--- config.mk ---
export PLATFORM = sky130hd
export DESIGN_NAME = hazard_ctrl
export DESIGN_NICKNAME = d
export VERILOG_FILES = /design/src/rtl/hazard_pkg.sv /design/src/rtl/hazard_stage_reg.sv /design/src/rtl/hazard_ctrl.sv
export SDC_FILE = /design/constraint.sdc
export NUM_CORES = 1
export LEC_CHECK = 0
export CAP_MARGIN = 30
export CELL_PAD_IN_SITES_DETAIL_PLACEMENT = 1
export CELL_PAD_IN_SITES_GLOBAL_PLACEMENT = 1
export CORE_MARGIN = 2
export CORE_UTILIZATION = 35
export DETAILED_ROUTE_END_ITERATION = 12
export HOLD_SLACK_MARGIN = 0.06
export MAX_ROUTING_LAYER = met4
export PLACE_DENSITY = 0.84
export SYNTH_ARGS = -nofsm -noshare
export SYNTH_HDL_FRONTEND = slang
export SYNTH_SLANG_ARGS = --single-unit
--- constraint.sdc ---
create_clock -name clk -period 8.5 [get_ports clk]
set_input_delay 2.55 -clock clk [delete_from_list [all_inputs] [get_ports clk]]
set_output_delay 2.55 -clock clk [all_outputs]
set_load 0.1 [all_outputs]
--- src/rtl/hazard_pkg.sv ---
// hazard_pkg: select codes and branch evaluation shared by the hazard controller
package hazard_pkg;
    localparam logic [1:0] FWD_IDEX = 2'b00;
    localparam logic [1:0] FWD_IMM  = 2'b01;
    localparam logic [1:0] FWD_MEM  = 2'b10;
    localparam logic [1:0] FWD_WB   = 2'b11;

    localparam logic [1:0] PC_INC = 2'b00;
    localparam logic [1:0] PC_BR  = 2'b01;
    localparam logic [1:0] PC_JMP = 2'b10;
    localparam logic [1:0] PC_RET = 2'b11;

    localparam logic [1:0] BR_NONE = 2'b00;
    localparam logic [1:0] BR_Z    = 2'b01;
    localparam logic [1:0] BR_NZ   = 2'b10;
    localparam logic [1:0] BR_C    = 2'b11;

    function automatic logic br_taken(input logic [1:0] sel, input logic c, input logic z);
        return sel == BR_Z ? z : sel == BR_NZ ? !z : sel == BR_C ? c : 1'b0;
    endfunction
endpackage

--- src/rtl/hazard_stage_reg.sv ---
// hazard_stage_reg: one shadow pipeline stage of instruction metadata with bubble insertion
module hazard_stage_reg #(
    parameter int W = 14
) (
    input  logic         clk,
    input  logic         reset,
    input  logic         bubble,
    input  logic         valid_d,
    input  logic [W-1:0] d,
    output logic         valid,
    output logic [W-1:0] q
);
    // capture the upstream entry, or an empty slot when a bubble is inserted
    always_ff @(posedge clk or posedge reset)
        if (reset) {valid, q} <= '0;
        else {valid, q} <= bubble ? '0 : {valid_d, d};
endmodule

--- src/rtl/hazard_ctrl.sv ---
// hazard_ctrl: forwarding, stall and control-transfer sequencing for the 4-stage datapath
module hazard_ctrl
    import hazard_pkg::*;
#(
    parameter int REG_AW = 3,
    parameter int INST_W = 19
) (
    input  logic              clk,
    input  logic              reset,
    input  logic [INST_W-1:0] id_inst,
    input  logic              id_reg_write,
    input  logic              id_mem_read,
    input  logic              id_mem_write,
    input  logic              id_alu_B_mux,
    input  logic              id_reg_B_mux,
    input  logic              id_flag_write,
    input  logic              id_uses_A,
    input  logic              id_uses_B,
    input  logic [1:0]        id_branch_sel,
    input  logic              id_jump,
    input  logic              id_call,
    input  logic              id_ret,
    input  logic              C,
    input  logic              Z,
    output logic [1:0]        forward_A,
    output logic [1:0]        forward_B,
    output logic              forward_mem,
    output logic [1:0]        pc_mux,
    output logic              push,
    output logic              pop,
    output logic              pc_hold,
    output logic              if_id_hold,
    output logic              id_ex_bubble,
    output logic              flush
);
    localparam int W = 5 + 3 * REG_AW;

    logic [REG_AW-1:0] id_a, id_b, id_d;
    logic [W-1:0]      id_q, ex_q, mem_q, wb_q;
    logic              ex_v, mem_v, wb_v;
    logic              ex_rw, ex_ld, ex_fw, ex_imm, ex_mw;
    logic              mem_rw, mem_ld, mem_fw, mem_imm, mem_mw;
    logic              wb_rw, wb_ld, wb_fw, wb_imm, wb_mw;
    logic [REG_AW-1:0] ex_dst, ex_a, ex_b, mem_dst, mem_a, mem_b, wb_dst, wb_a, wb_b;
    logic              flush_d, ld_hit, fl_hit, stall, go, taken, unused;

    assign id_a = id_inst[8 +: REG_AW];
    assign id_d = id_inst[11 +: REG_AW];
    assign id_b = id_reg_B_mux ? id_d : id_inst[5 +: REG_AW];
    assign id_q = {id_reg_write, id_mem_read, id_flag_write, id_alu_B_mux, id_mem_write, id_d, id_a, id_b};

    assign {ex_rw, ex_ld, ex_fw, ex_imm, ex_mw, ex_dst, ex_a, ex_b}         = ex_q;
    assign {mem_rw, mem_ld, mem_fw, mem_imm, mem_mw, mem_dst, mem_a, mem_b} = mem_q;
    assign {wb_rw, wb_ld, wb_fw, wb_imm, wb_mw, wb_dst, wb_a, wb_b}         = wb_q;

    assign unused = ^{id_inst[INST_W-1:11+REG_AW], id_inst[4:0], mem_ld, mem_fw, mem_imm, mem_a,
                      wb_fw, wb_imm, wb_mw, wb_a, wb_b};

    hazard_stage_reg #(.W(W)) u_ex (
        .clk(clk), .reset(reset), .bubble(stall | flush_d), .valid_d(1'b1),
        .d(id_q), .valid(ex_v), .q(ex_q)
    );
    hazard_stage_reg #(.W(W)) u_mem (
        .clk(clk), .reset(reset), .bubble(1'b0), .valid_d(ex_v),
        .d(ex_q), .valid(mem_v), .q(mem_q)
    );
    hazard_stage_reg #(.W(W)) u_wb (
        .clk(clk), .reset(reset), .bubble(1'b0), .valid_d(mem_v),
        .d(mem_q), .valid(wb_v), .q(wb_q)
    );

    // remember a taken transfer so the slot fetched behind it enters EX as a bubble
    always_ff @(posedge clk or posedge reset)
        if (reset) flush_d <= 1'b0;
        else flush_d <= flush;

    assign forward_A = mem_v && mem_rw && mem_dst == ex_a ? FWD_MEM :
                       wb_v && wb_rw && wb_dst == ex_a ? FWD_WB : FWD_IDEX;
    assign forward_B = ex_imm ? FWD_IMM :
                       mem_v && mem_rw && mem_dst == ex_b ? FWD_MEM :
                       wb_v && wb_rw && wb_dst == ex_b ? FWD_WB : FWD_IDEX;
    assign forward_mem = mem_mw && wb_v && wb_ld && wb_dst == mem_b;

    assign ld_hit = ex_v && ex_ld && ex_rw && ((id_uses_A && id_a == ex_dst) || (id_uses_B && id_b == ex_dst));
    assign fl_hit = id_branch_sel != BR_NONE && ex_v && ex_fw;
    assign stall  = !reset && (ld_hit || fl_hit);
    assign go     = !reset && !stall;
    assign taken  = br_taken(id_branch_sel, C, Z);

    assign pc_hold      = stall;
    assign if_id_hold   = stall;
    assign id_ex_bubble = stall;

    assign pc_mux = !go ? PC_INC : id_ret ? PC_RET : (id_call || id_jump) ? PC_JMP : taken ? PC_BR : PC_INC;
    assign push   = go && id_call && !id_ret;
    assign pop    = go && id_ret;
    assign flush  = go && (id_ret || id_call || id_jump || taken);
endmodule

==> impl_metrics.toml, run 1 <==
[clock_network]
clk_pin_slew_worst_paths_ps = 60
postCtsSetupBuffers = 0
cts_root_buffer = "clkbuf_8"
cts_tree = "built"
ctsHoldBuffers = 0
cts.sinks = 32
numCtsBuffers = 5
worstSkewPairLatency_ps = 270
htree_levels = 2
cts_buffer_depth = 2
ctsResizeCount = 0

[synth]
synthTopCellsByCount = "32 x dfrtp_1, 18 x xor2_1, 12 x inv_1, 7 x a2111oi_2, 7 x nor4_1"
synthFlopType = "dfrtp_1"
yosysMostFrequentCell = "dfrtp_1"
synth-edff-count = 0
postSynth.asyncResetShare = 1.00
synth_top_area_frac = 0.502
ys_seq_area_frac = 0.502
ys_warn_count = 0
netlist_area_um2 = 1590
ys_ff_latch = 32
avgSynthCellArea_um2 = 12.5
synth_area_leaders = "dfrtp_1 50%, xor2_1 9.9%, a2111oi_2 6.6%"
synthDistinctLibCells = 33
netlist_instances = 128
synth_area_leader_cell = "dfrtp_1"
synth_nets = 164

[cells_and_area]
antenna_cells = 0
fin_nets = 204
layout-drive-gt1-share = 0.208
syn_to_final_growth_pct = 33.3
n_fill_cell = 465
finalInstanceArea_um2 = 2120

[power_and_ir_drop]
p_comb_frac = 0.237
p_sw_w = 0.000121
sw_frac_of_total = 0.306
p_leak_nw = 0.944
p_seq_frac = 0.454
total_power_w = 0.000395
pwr-share-clk = 0.308
ir_drop_mv = 0.0659
powerDensity_nw_per_um2 = 186
power.internal_w = 0.000274

[critical_path]
worstSetupStartpoint = "id_reg_B_mux"
crit_arrival_ps = 4860
reg2reg_slack_ps = 6570
cp-start-kind = "primary input"
critPathMaxFanout = 10
critical_path_class = "primary input to output port"
crit_required_ps = 5950
rr_startpoint = "u_ex.q[8]"
setup.worst_path.end_class = "output port"

[floorplanning]
core-area_um2 = 4380
die-area_um2 = 5110
initial_core_util = 0.364
die_y_um = 71.5
die_w_um = 71.5
rows = 24
io_pins = 49

[grt]
grt_pass1_vias = 1295
antenna_found_initial = 0
grt_pass1_wl_um = 6030
track_usage = 0.159
grt_max_degree = 27
grt_overflow = 0

[sta]
timing_hold_violations_final = 0
slew_viol_final = 0
hold_slack_ps = 352
setup_viol = 0
timing.final.crit_period_ps = 7410
fin_skew_ps = 6.27
fin_tns_setup_ps = 0
fmax_ghz = 0.135
slew_headroom = 0.356
rsz0062_at_grt = "no"
fin_crit_sh = 0.872
worst_pin_slew_ps = 963
worst_slack_ps = 1090

[route]
wl_per_cell_um = 15.8
drtIter0Drc = 19
drc_errors = 0
wirelength_um = 3470
postRouteAntennaNets = 0
viasPerCell = 5.18
dr.pass1.iters = 2
num_vias = 1139

[min_path]
hp-start = "u_ex.q[9]"
hold_class = "flop to flop"

[placement]
gp_congestion = 0.756
dp_hpwl_um = 2700
placed_area_um2 = 2030
port_buffers = 38
place_ws_ps = 1070

[flow_run]
maxCapViolations = 0

[run_status]
status = "complete, no violations"
## layout by cell type, fill, tap and decap left out, types with 2 or more instances in the layout
cell             Yosys  final
a2111oi_2            7      7
a2111oi_4            3      3
a211oi_1             4      4
a21o_1               2      2
a21oi_1              2      2
buf_12               0      3
buf_4                3      8
clkbuf_8             0      7
clkdlybuf4s50_1      0     30
dfrtp_1             32     32
inv_1               12     12
mux2i_1              4      4
nand2_1              2      2
nand3_1              2      2
nor2_1               2      2
nor4_1               7      6
o41ai_1              2      2
or2_2                3      3
or4_1                3      3
xnor2_1              3      3
xor2_1              18     18
## registers in the layout, indices dropped and copies added (netlist names)
signal	count
u_wb.q	5
flush_d	1
u_wb.valid	1
u_ex.q	14
u_mem.q	9
u_ex.valid	1
u_mem.valid	1
## power by group through the flow
stage          logic (W)  registers [W]  clock network (W)
2_1_floorplan  0.0000678       0.000177                  0
3_3_place_gp   0.0000913       0.000181                  0
3_5_place_dp   0.0000946       0.000183                  0
4_1_cts        0.0000949       0.000180           0.000127
5_1_grt         0.000100       0.000182           0.000134
6_report       0.0000937       0.000179           0.000122
## area by class of cell
class	instances	area, um2	share of cell area
clock buffers	7	96.3	0.0453
inverters	13	48.8	0.0230
multi-input cells	75	693	0.326
flip-flops and latches	32	801	0.377
well taps	52	65.1	0.0306
repair buffers	41	420	0.198
## critical path, cell delays in order
cell             delay [ps]
clkdlybuf4s50_1         550
mux2i_1                 320
xnor2_1                 150
nor4_4                  650
a21o_1                  400
buf_12                  220
## final timing paths
path / end / depth (start not counted)
setup / recovery: if_id_hold / 6
hold / removal: u_mem.q[9] / 0
setup reg to reg: u_ex.q[3] / 4
hold reg to reg: u_mem.q[9] / 0
max in group asynchronous: u_wb.q[7] / 3
min in group asynchronous: u_ex.valid / 2
## kinds of logic (layout without fill, tap and decap cells)
logic type	after synthesis	after routing	share of synthesized area
muxes	4	4	0.0251
xor gates and xnor gates	21	21	0.115
AOI/OAI and AO/OA	23	23	0.176
and+or+nand+nor	27	27	0.111
buffers and inverters	21	61	0.0706
DFF	32	32	0.502
## layer usage
layer	global-route usage	share of wire
met1	0.175	0.37
met2	0.264	0.54
met3	0.0464	0.054
met4	0.0755	0.031
met5	-	0
## through the flow
step,cells,util
finish,220,0.485
global route,220,0.485
CTS,220,0.485
detailed placement,213,0.463
global placement,213,0.463
floorplan,128,-
No activity file was read; power rests on OpenSTA's default activity.
==> run 2, diff against run 1 <==
- PLACE_DENSITY: 0.84 -> 0.83
==> impl_metrics.toml, run 2 (synthesis gave the netlist of run 1 again) <==
[floorplanning]
rows = 24
core-area_um2 = 4380
initial_core_util = 0.364
io_pins = 49
die-area_um2 = 5110
die_y_um = 71.5
die_w_um = 71.5

[critical_path]
worst-path-buf-inv = 2
reg2reg_slack_ps = 6570
cp-start-kind = "primary input"
timing.rr.end = "u_ex.q[3]"
critical_path_class = "primary input to output port"
crit_arrival_ps = 4890
crit_path_max_incr_delay_ps = 680
rr_startpoint = "u_ex.q[8]"
crit_family = "buffers and inverters"
setup.worst_path.end_class = "output port"
cp_cell_sequence = "clkdlybuf4s50_1 -> mux2i_1 -> xnor2_1 -> nor4_4 -> a21o_1 -> buf_12"
crit_slowest_cell = "nor4_4"
cp_num_cells = 6
critPathMaxFanout = 10
crit_required_ps = 5950
ff2ff_path_depth = 4

[placement]
placed_area_um2 = 2030
gp_congestion = 0.758
placedCellCount = 213
port_buffers = 38
dp_hpwl_um = 2780

[route]
postRouteAntennaNets = 0
dr.pass1.iters = 4
viasPerCell = 5.20
wirelength_um = 3490
drc_errors = 0
num_vias = 1149
drtIter0Drc = 23
wl_per_cell_um = 15.8

[flow_run]
maxCapViolations = 0

[grt]
grt_pass1_vias = 1247
antenna_found_initial = 0
grt_overflow = 0
grt_pass1_wl_um = 5660
grt_max_degree = 28
track_usage = 0.151

[sta]
hold_slack_ps = 356
rsz0062_at_grt = "no"
timing_hold_violations_final = 0
fin_skew_ps = 4.44
slew_viol_final = 0
setup_viol = 0
timing.final.crit_period_ps = 7440
worst_pin_slew_ps = 966
fin_crit_sh = 0.875
slew_headroom = 0.354
fmax_ghz = 0.134

[run_status]
status = "complete, no violations"

[clock_network]
worstSkewPairLatency_ps = 270
ctsHoldBuffers = 0
cts.sinks = 32
cts_root_buffer = "clkbuf_8"
cts_buffer_depth = 2
clk_pin_slew_worst_paths_ps = 60
ctsResizeCount = 0
postCtsSetupBuffers = 0
cts_tree = "built"
htree_levels = 2
numCtsBuffers = 5

[cells_and_area]
layout-drive-gt1-share = 0.207
n_fill_cell = 465
antenna_cells = 0
finalNonFillerCells = 221
fin_nets = 204
finalInstanceArea_um2 = 2140
layout_commonest_cell = "dfrtp_1"
syn_to_final_growth_pct = 34.0
largest_register_ffs = 14
final_cell_mix = "32 x dfrtp_1, 30 x clkdlybuf4s50_1, 18 x xor2_1"
utilization = 0.487

[min_path]
holdPathStages = 0
hp-start = "u_ex.q[9]"
hold_class = "flop to flop"
hold_end = "u_mem.q[9]"

[power_and_ir_drop]
p_leak_nw = 0.949
powerDensity_nw_per_um2 = 193
total_power_w = 0.000413
ir_drop_mv = 0.109
==> run 2: per-stage QoR <==
step | setup TNS [ps] | worst slack, ps
CTS | 0 | 1020
global placement | 0 | 1120
detailed placement | 0 | 1020
floorplan | -359 | -120
global route | 0 | 909
finish | 0 | 1060
==> run 2: how the worst max path moves through the flow <==
| stage | slack (ps) | from | endpoint |
|---|---|---|---|
| 2_1_floorplan | -120 | id_reg_B_mux | pc_mux[0] |
| 3_3_place_gp | 1120 | id_reg_B_mux | if_id_hold |
| 3_5_place_dp | 1020 | id_reg_B_mux | pc_hold |
| 4_1_cts | 1020 | id_reg_B_mux | pc_hold |
| 5_1_grt | 910 | id_reg_B_mux | id_ex_bubble |
| 6_report | 1060 | id_reg_B_mux | pc_hold |
==> run 2: routing by layer <==
layer / wire [um] / track usage / part of all wire
met4: 80 / 0.0629 / 0.023
met2: 1900 / 0.276 / 0.54
met1: 1300 / 0.142 / 0.37
met3: 207 / 0.0506 / 0.059
met5: 0 / - / 0
==> run 2: report_power, final <==
part / leakage (nW) / switching [W] / internal (W)
Sequential: 0.403 / 0.0000134 / 0.000166
Clock: 0.0552 / 0.0000526 / 0.0000869
Combinational: 0.491 / 0.0000578 / 0.0000362
==> run 2: cell type report <==
cell class	count	area [um2]	share of cell area
Tap cell	52	65.1	0.0305
Multi-Input combinational cell	75	693	0.325
Timing Repair Buffer	41	420	0.197
Clock inverter	2	35.0	0.0164
Inverter	13	48.8	0.0228
Sequential cell	32	801	0.375
Clock buffer	6	72.6	0.0340
==> run 3, diff against run 2 <==
- CORE_ASPECT_RATIO: unset -> 0.5
- CTS_CLUSTER_SIZE: unset -> 10
==> impl_metrics.toml, run 3 (synthesis gave the netlist of run 1 again) <==
[run_status]
status = "complete, no violations"

[cells_and_area]
fin_nets = 204
largest_register_ffs = 14
finalNonFillerCells = 226
final_cell_mix = "32 x dfrtp_1, 30 x clkdlybuf4s50_1, 18 x xor2_1"
antenna_cells = 0
multiInputGateArea_um2 = 693
layout-drive-gt1-share = 0.213
n_fill_cell = 465
syn_to_final_growth_pct = 34.6
seq_area_um2 = 801
layout_commonest_cell = "dfrtp_1"

[route]
dr.pass1.iters = 4
num_vias = 1122
drtIter0Drc = 51
wl_per_cell_um = 16.2
postRouteAntennaNets = 0
wirelength_um = 3670
viasPerCell = 4.96
drc_errors = 0

[sta]
slew_viol_final = 0
fmax_ghz = 0.138
setup_viol = 0
timing.final.crit_period_ps = 7250
hold_slack_ps = 361
fin_skew_ps = 1.35
timing_hold_violations_final = 0
fin_crit_sh = 0.853
slew_headroom = 0.355
worst_slack_ps = 1250
rsz0062_at_grt = "no"
worst_pin_slew_ps = 964

[power_and_ir_drop]
p_sw_w = 0.000130
p_leak_nw = 0.948
p_comb_frac = 0.224
p_seq_frac = 0.429
sw_frac_of_total = 0.311
ir_drop_mv = 0.0786
powerDensity_nw_per_um2 = 195
power.internal_w = 0.000289
pwr-share-clk = 0.347
total_power_w = 0.000419

[floorplanning]
die_w_um = 99.4
initial_core_util = 0.364
core-area_um2 = 4380
rows = 17
io_pins = 49
die_y_um = 51.7
die-area_um2 = 5140

[critical_path]
ff2ff_path_depth = 5
crit_arrival_ps = 4700
reg2reg_slack_ps = 6560
critical_path_class = "primary input to output port"
setup.worst_path.end_class = "output port"
timing.rr.end = "u_ex.q[3]"
rr_startpoint = "u_ex.q[7]"
cp-start-kind = "primary input"
critPathMaxFanout = 20
crit_path_end = "push"
crit_required_ps = 5950
worstSetupStartpoint = "id_reg_B_mux"

[clock_network]
cts_root_buffer = "clkbuf_8"
worstSkewPairLatency_ps = 280
ctsHoldBuffers = 0
clk_pin_slew_worst_paths_ps = 70
postCtsSetupBuffers = 0
cts_buffer_depth = 2
cts_tree = "built"
numCtsBuffers = 5
cts.sinks = 32
htree_levels = 2
ctsResizeCount = 0

[placement]
port_buffers = 38
place_ws_ps = 1300
placedCellCount = 218
dp_hpwl_um = 2700
gp_congestion = 0.690

[grt]
grt_overflow = 0
grt_pass1_wl_um = 6070
track_usage = 0.165
grt_max_degree = 49
antenna_found_initial = 0
grt_pass1_vias = 1203

[min_path]
hold_class = "flop to flop"

[flow_run]
maxCapViolations = 0
## run 3: worst min-delay path by stage
| stage | from | endpoint | depth (start not counted) |
|---|---|---|---|
| final | u_mem.q[12] | u_wb.q[12] | 0 |
| after global placement | u_mem.q[12] | u_wb.q[12] | 0 |
| after detailed placement | u_ex.q[9] | u_mem.q[9] | 0 |
| after floorplan | u_ex.q[9] | u_mem.q[9] | 0 |
| after CTS | u_ex.q[9] | u_mem.q[9] | 0 |
| after global routing | u_ex.q[9] | u_mem.q[9] | 0 |
## run 3: cell type report
class | instances | share of cell area
Clock buffer | 5 | 0.0321
Clock inverter | 3 | 0.0198
Inverter | 13 | 0.0227
Multi-Input combinational cell | 75 | 0.323
Sequential cell | 32 | 0.373
Tap cell | 57 | 0.0332
Timing Repair Buffer | 41 | 0.196
## run 3: worst max-delay path, cell delays in order
cell,delay [ps]
clkdlybuf4s50_1,560
mux2i_1,360
xnor2_1,250
nor4_4,100
buf_4,250
nor4_1,280
buf_4,340
## run 3: metrics by stage
step,utilization,TNS [ps],area [um2]
2_1_floorplan,-,-359,1610
3_3_place_gp,0.464,0,2030
3_5_place_dp,0.464,0,2030
4_1_cts,0.490,0,2150
5_1_grt,0.490,0,2150
6_report,0.490,0,2150
## run 3: power groups by stage
stage                     combinational (W)  sequential [W]  clock (W)
after floorplan                   0.0000678        0.000177          0
after global placement            0.0000918        0.000181          0
after detailed placement          0.0000944        0.000183          0
after CTS                         0.0000950        0.000180   0.000149
after global routing              0.0000993        0.000182   0.000158
final                             0.0000939        0.000180   0.000145
## run 3: layer usage
| layer | up-vias | wire [um] | global-route usage | part of all wire |
|---|---|---|---|---|
| met4 | 0 | 64 | 0.0822 | 0.017 |
| met2 | 20 | 1920 | 0.287 | 0.52 |
| li1 | 543 | - | - | - |
| met5 | - | 0 | - | 0 |
| met1 | 555 | 1570 | 0.184 | 0.43 |
| met3 | 4 | 111 | 0.0363 | 0.030 |
